### config.mk
export PLATFORM = sky130hd
export DESIGN_NAME = router_fifo
export DESIGN_NICKNAME = d
export VERILOG_FILES = /design/src/rtl/router_fifo.sv
export SDC_FILE = /design/constraint.sdc
export NUM_CORES = 1
export LEC_CHECK = 0
export BUFFER_PORTS_ARGS = -buffer_cell sky130_fd_sc_hd__buf_2
export CELL_PAD_IN_SITES_DETAIL_PLACEMENT = 0
export CELL_PAD_IN_SITES_GLOBAL_PLACEMENT = 1
export CORE_ASPECT_RATIO = 0.6
export CORE_UTILIZATION = 37
export CTS_CLUSTER_DIAMETER = 30
export DETAILED_ROUTE_END_ITERATION = 8
export PLACE_DENSITY = 0.71
export SYNTH_ARGS = -nofsm -noshare
export SYNTH_HDL_FRONTEND = slang
export SYNTH_SLANG_ARGS = --single-unit
### constraint.sdc
create_clock -name clk -period 3.35 [get_ports clk]
set_clock_uncertainty 0.15 [all_clocks]
set_input_delay 0.335 -clock clk [delete_from_list [all_inputs] [get_ports clk]]
set_output_delay 0.335 -clock clk [all_outputs]
set_load 0.1 [all_outputs]
### src/rtl/router_fifo.sv
// Router output-port FIFO: 16 x 9-bit words ({header marker, byte}), registered read data,
// flush via soft_rst, and a packet-byte counter that loads from header bytes as they are read.
module router_fifo #(
  parameter int DATA_W = 8,
  parameter int DEPTH  = 16,
  parameter int PTR_W  = 4
) (
  input  logic              clk,
  input  logic              rst,
  input  logic              soft_rst,
  input  logic              wr_en,
  input  logic              rd_en,
  input  logic              lfd_state,
  input  logic [DATA_W-1:0] din,
  output logic              full,
  output logic              empty,
  output logic [DATA_W-1:0] dout
);

  localparam int WORD_W = DATA_W + 1;
  localparam int CNT_W  = 7;

  logic [WORD_W-1:0] mem [DEPTH];
  logic [PTR_W-1:0]  wr_ptr;
  logic [PTR_W-1:0]  rd_ptr;
  logic [PTR_W:0]    count;
  logic [CNT_W-1:0]  pkt_cnt;

  logic              wr_ok;
  logic              rd_ok;
  logic [WORD_W-1:0] rd_word;
  logic [CNT_W-1:0]  hdr_len;

  // Handshake: wr_en/rd_en are requests; a write is accepted only when full is low and a read
  // only when empty is low (flags as seen before the edge). Rejected requests change nothing.
  assign full  = (count == (PTR_W+1)'(DEPTH));
  assign empty = (count == '0);
  assign wr_ok = wr_en && !full;
  assign rd_ok = rd_en && !empty;

  assign rd_word = mem[rd_ptr];
  // Header byte carries payload length in bits [7:2]; +1 accounts for the trailing parity byte.
  assign hdr_len = CNT_W'(rd_word[DATA_W-1:2]) + CNT_W'(1);

  // Storage is cleared by the hard reset only; a flush leaves old words in place.
  always_ff @(posedge clk) begin
    if (!rst) begin
      for (int i = 0; i < DEPTH; i++) begin
        mem[i] <= '0;
      end
    end else if (!soft_rst && wr_ok) begin
      mem[wr_ptr] <= {lfd_state, din};
    end
  end

  always_ff @(posedge clk) begin
    if (!rst || soft_rst) begin
      wr_ptr <= '0;
      rd_ptr <= '0;
    end else begin
      if (wr_ok) wr_ptr <= wr_ptr + PTR_W'(1);
      if (rd_ok) rd_ptr <= rd_ptr + PTR_W'(1);
    end
  end

  always_ff @(posedge clk) begin
    if (!rst || soft_rst) begin
      count <= '0;
    end else begin
      unique case ({wr_ok, rd_ok})
        2'b10:   count <= count + (PTR_W+1)'(1);
        2'b01:   count <= count - (PTR_W+1)'(1);
        default: count <= count;
      endcase
    end
  end

  // dout holds between accepted reads; no same-cycle write-to-read bypass.
  always_ff @(posedge clk) begin
    if (!rst || soft_rst) begin
      dout <= '0;
    end else if (rd_ok) begin
      dout <= rd_word[DATA_W-1:0];
    end
  end

  always_ff @(posedge clk) begin
    if (!rst || soft_rst) begin
      pkt_cnt <= '0;
    end else if (rd_ok) begin
      if (rd_word[DATA_W]) begin
        pkt_cnt <= hdr_len;
      end else if (pkt_cnt != '0) begin
        pkt_cnt <= pkt_cnt - CNT_W'(1);
      end
    end
  end

endmodule

* After elaboration in Yosys (flattened, before gate mapping)
Memory sizes are Yosys's and may differ from the RTL's. A register that Yosys moved wholly into a read port is not among the register bits.
Cells that the tools add are included.
** Storage, ports and cells
- Bits in registers :: 13
- RAM bits :: 144
- Word-level logic and storage cells :: 30
- Memories :: 1
** Cells by class
- $add $sub $neg :: 4
- Equality and inequality tests :: 3
- Multiplexer cells :: 8
- Reduce and logical (&&, ||, !) cells :: 11
** Memory list
- mem :: words 16, bits a word 9, rd ports 1, clocked after memory_dff 1, wr ports 16, RTL line 23 : logic [WORD_W-1:0] mem [DEPTH];
** Operator list (number)
- case mux 5 bit (2 select lines) :: 1
- two-way mux 9 bit :: 1
- OR reduction 9 bit :: 1
- adder 4 x 1 -> 4 bit (second input constant) :: 2
- adder 5 x 1 -> 5 bit (second input constant) :: 1
- == test 5 bit (second input constant) :: 1
- logical NOT 5 bit :: 1
- two-way mux 1 bit :: 5
- subtractor 5 x 1 -> 5 bit (second input constant) :: 1
- logical NOT 1 bit :: 4
- two-way mux 4 bit :: 1
- logical AND 1 bit :: 3
- == test 2 x 1 -> 1 bit (second input constant) :: 1
- == test 2 bit (second input constant) :: 1
- nonzero test 2 bit :: 1
- logical OR 1 bit :: 1

* Longest topological paths before layout
- Depth after elaboration :: 9
- Mapped depth :: 9
- Mapped depth without buffers :: 9

* Worst setup path before layout
Ideal clock, no wire load.
- Path kind :: register -> output
- Start :: reg count[1]
- End :: out empty
- Arrival time :: 2.288 ns
- Slack :: 0.577 ns
- Cell stages (with the launch flop) :: 4
- Cell sequence :: dfxtp_1 -> or4_4 -> buf_6 -> nor2_1
** Between the ends
- Longest elaborated chain between the ends :: 1
** RTL lines
- start, declared :: RTL line 26 : logic [PTR_W:0] count;
- start signal, assigned :: RTL line 71 : 2'b10: count <= count + (PTR_W+1)'(1);
- start signal, assigned :: RTL line 72 : 2'b01: count <= count - (PTR_W+1)'(1);
- start signal, assigned :: RTL line 73 : default: count <= count;
- logical NOT 5 bit :: RTL line 37 : assign empty = (count == '0);
- end, declared :: RTL line 16 : output logic empty,
No other way between the ends.

* Worst setup path in the final report
- Start :: reg count[1]
- End :: reg count[4]
** Between the ends
- Longest elaborated chain between the ends :: 5
- Elaborated cells between the ends (all ways) :: 12
- Classes of those cells :: 2 x add/sub; 3 x eq/ne; 1 x mux; 6 x reduce/logical
** RTL lines
- == test 5 bit / logical NOT 5 bit (equally long branches) :: RTL line 36, 37
- logical NOT 1 bit, on equally long branches :: RTL line 38, 39
- logical AND 1 bit, on equally long branches :: RTL line 38, 39
- == test 2 x 1 -> 1 bit / == test 2 bit (equally long branches) :: RTL line 70 : unique case ({wr_ok, rd_ok})
- case mux 5 bit (2 select lines) / nonzero test 2 bit (equally long branches)
Several ways; a longest one is shown, not always the timed one.
A chain may end at the register's enable or synchronous reset.

==> key figures <==
Worst hold path
  – Hold path depth: 4
  – HP Start: rd_en
  – Worst Hold Class: in -> reg
  – Worst hold endpoint: rd_ptr[3]$_SDFFE_PP0P_

STA
  – Slew Viols, Final: 0
  – Final hold violation count: 0
  – Least-Margin Pin Slew: about 0.68 ns
  – Max-slew headroom: ~54%
  – Final setup vio count: 0
  – Final setup TNS: 0 ns
  – Min Tclk post-route: about 3.2 ns
  – Max Clock Freq: between 300 and 400 MHz
  – Fin crit share: roughly 96%
  – Unrepaired setup endpoints after global routing: no

Setup path
  – Reg2Reg Depth: 9
  – R2r startpoint: count[1]$_SDFFE_PP0P_
  – CP Class: reg -> reg
  – R2r setup slk: 0.14 ns
  – CP arrival: around 3.4 ns
  – Crit. End Element: flip-flop
  – Worst R2R End: count[4]$_SDFFE_PP0P_
  – Req. time, crit path: approximately 3.5 ns
  – Crit-path max FO: 6
  – Critical path startpoint category: flip-flop

Pwr
  – Pwr/cell area: around 530 nW/um^2
  – Tot Pwr: approximately 4.2 mW
  – Leak: between 2 and 3 nW
  – Peak VDD IR: around 0.00026 V

Clock network
  – CTS Root Buffer Type: clkbuf_16
  – Worst-path clk slew: 0.07 ns
  – Clock buffer depth: 2
  – CTS tree: built
  – CTS Hold Buffers Added: 0
  – TritonCTS Sinks: roughly 150
  – Htree depth: 4
  – Worst-skew pair later-pin latency: ~0.42 ns
  – CTS Buf Count: 17
  – Post-CTS sizing: 0
  – Post-CTS setup buffer count: 0

Job
  – Max cap viols: 0

Floorplanning
  – Die width: between 150 and 200 um
  – Core area: 18300 um^2
  – Die area: a little under 20000 um^2
  – Row Count: 38
  – Ports: 24
  – Initial cell density of the core: between 30% and 40%
  – Die height: around 110 um

Layout
  – Antenna cell count: 0
  – Reg area: around 4300 um^2
  – Area growth syn-to-layout: 14.7%
  – Fill cells: approximately 1600
  – Fraction of layout cells with a size suffix above 1: between 15 and 20%
  – Nets: ~570
  – Area of the multi-input gates: ~2600 um^2

Placed design
  – Routability cong.: approximately 0.8
  – Port Buffer Count: 22
  – Post-detail-place hpwl: between 10000 and 15000 um

Global route
  – Pin count of the biggest net entering global routing: 35
  – GR Util All Layers: 17.7%
  – Vias in the first global route: roughly 4000
  – Global route overflow: 0
  – Antenna violations before repair: 0
  – First-pass GRT wire length: about 24000 um

Logic synthesis
  – Mapped Cells: between 500 and 600
  – Synth Area in Adders: about 1.9%
  – Top post-synthesis cells by area: edfxtp_1, and2_1, dfxtp_1
  – Synthesized flop and latch total: between 100 and 150
  – Synth Area per Inst: ~14 um^2
  – EDFF count, synth: between 100 and 150
  – Post-synthesis compound-gate area fraction: 7.18%
  – Synthesized Nets: roughly 540
  – Yosys top cell by area: edfxtp_1
  – Synth cell count leaders: and2_1, edfxtp_1, mux2i_1
  – Post-Synthesis Cell Area: ~7000 um^2
  – Post-synthesis mux area share: 10.5%
  – Top FF cell, synth: edfxtp_1
  – Asr flop ratio synth: 0%
  – Simple-gate share of the synthesized area: between 10% and 20%
  – Area share of the largest cell type after synthesis: a little under three fifths
  – Largest family of logic cells by synthesized area: simple AND/OR/NAND/NOR gates
  – Xor/xnor share of the synthesized area: roughly 1.1%
  – Netlist cell types: 42
  – Synth warn: 0
  – Register area share after synthesis: 61.1%

Routing
  – Post-DRT Antenna Nets: 0
  – DR pass1 iterations: 7
  – Initial DRC count: roughly 320
  – Vias: just over 4000
  – Via-per-instance ratio: between 5 and 6
  – Wire per inst: 20.4 um
  – Remaining DRCs: 0
  – Final WL: approximately 16000 um

Run status
  – Status: finished, final reports clean
-- cells in the final DEF (no fill, tap or decap), types with 2 or more instances in the layout --
cell / instances
xor2_1: 6
a21oi_1: 3
edfxtp_1: 128
a21o_1: 2
buf_2: 22
a22oi_1: 8
mux2i_1: 37
nand3_1: 2
o2111ai_4: 4
mux4_2: 16
inv_6: 5
dfxtp_1: 20
nor2_4: 3
o22ai_1: 16
and2_1: 128
inv_1: 3
nor2_1: 32
xnor2_1: 3
nand2_1: 3
nor3_2: 2
nor2b_1: 3
ha_1: 9
clkbuf_16: 17
a31oi_1: 8
o21ai_0: 20
buf_4: 18
o211ai_1: 4
clkinv_1: 2
nand2b_1: 7
and3_1: 2
clkinvlp_4: 4
bufinv_16: 2
-- report_power, final --
part,internal [mW],leakage (nW),switching [mW]
registers,2.07,1.49,0.0211
logic,0.0724,1.08,0.178
clock network,1.10,0.269,0.786
total,3.25,2.84,0.985
-- layer usage --
layer	up-vias	global-route usage (%)	routed length, um
met1	2087	25.5	7770
li1	1936	-	-
met5	-	0	0
met2	95	26.8	7420
met4	0	4.74	182
met3	14	3.90	837
-- state kept, by name, summed over array words and instances (netlist names) --
register / flops
mem: 128
dout: 8
count: 5
rd_ptr: 4
wr_ptr: 4
-- kinds of logic after synthesis --
family	Yosys count
adder cells (fa/ha/maj)	10
AND/OR/NAND/NOR	190
flip-flops	149
AO/OA/AOI/OAI	68
multiplexers	53
XOR/XNOR	9
buffers and inverters	32
-- final cells by class --
cell class,instances,area share (%)
clock buffer,18,5.36
multi-input combinational,330,32.3
timing repair buffer,41,3.31
clock inverter,14,1.87
inverter,4,0.187
tap,240,3.75
sequential,149,53.2
-- worst max path at each step --
stage / from / depth (start not counted) / slack [ns] / end
floorplan: count[1]$_SDFFE_PP0P_ / 3 / 0.58 / empty
global placement: count[1]$_SDFFE_PP0P_ / 9 / 0.33 / count[4]$_SDFFE_PP0P_
detailed placement: count[1]$_SDFFE_PP0P_ / 9 / 0.24 / count[4]$_SDFFE_PP0P_
CTS: count[1]$_SDFFE_PP0P_ / 9 / 0.24 / count[4]$_SDFFE_PP0P_
global route: count[1]$_SDFFE_PP0P_ / 9 / 0.005 / count[4]$_SDFFE_PP0P_
finish: count[1]$_SDFFE_PP0P_ / 9 / 0.14 / count[4]$_SDFFE_PP0P_
-- stage by stage --
step / hold WS (ns) / setup WS [ns] / utilization [%] / std cells / area, um^2
after CTS: 0.165 / 0.242 / 43.9 / 796 / 8010
after detailed placement: 0.375 / 0.243 / 40.7 / 764 / 7430
final: 0.173 / 0.140 / 43.9 / 796 / 8010
after floorplan: 0.344 / 0.577 / - / 511 / 6980
after global routing: 0.218 / 0.00527 / 43.9 / 796 / 8010
after global placement: 0.363 / 0.332 / 40.7 / 764 / 7430
-- worst max-delay path, cell delays in order (launching register included) --
cell and delay [ns]:
dfxtp_1 0.38, nor4_1 0.62, a21boi_0 0.40, inv_1 0.15
ha_1 0.32, ha_1 0.32, a21o_1 0.19, a21oi_1 0.17
mux2i_1 0.24, mux2i_1 0.19
Power figures use the tool's default switching activity.
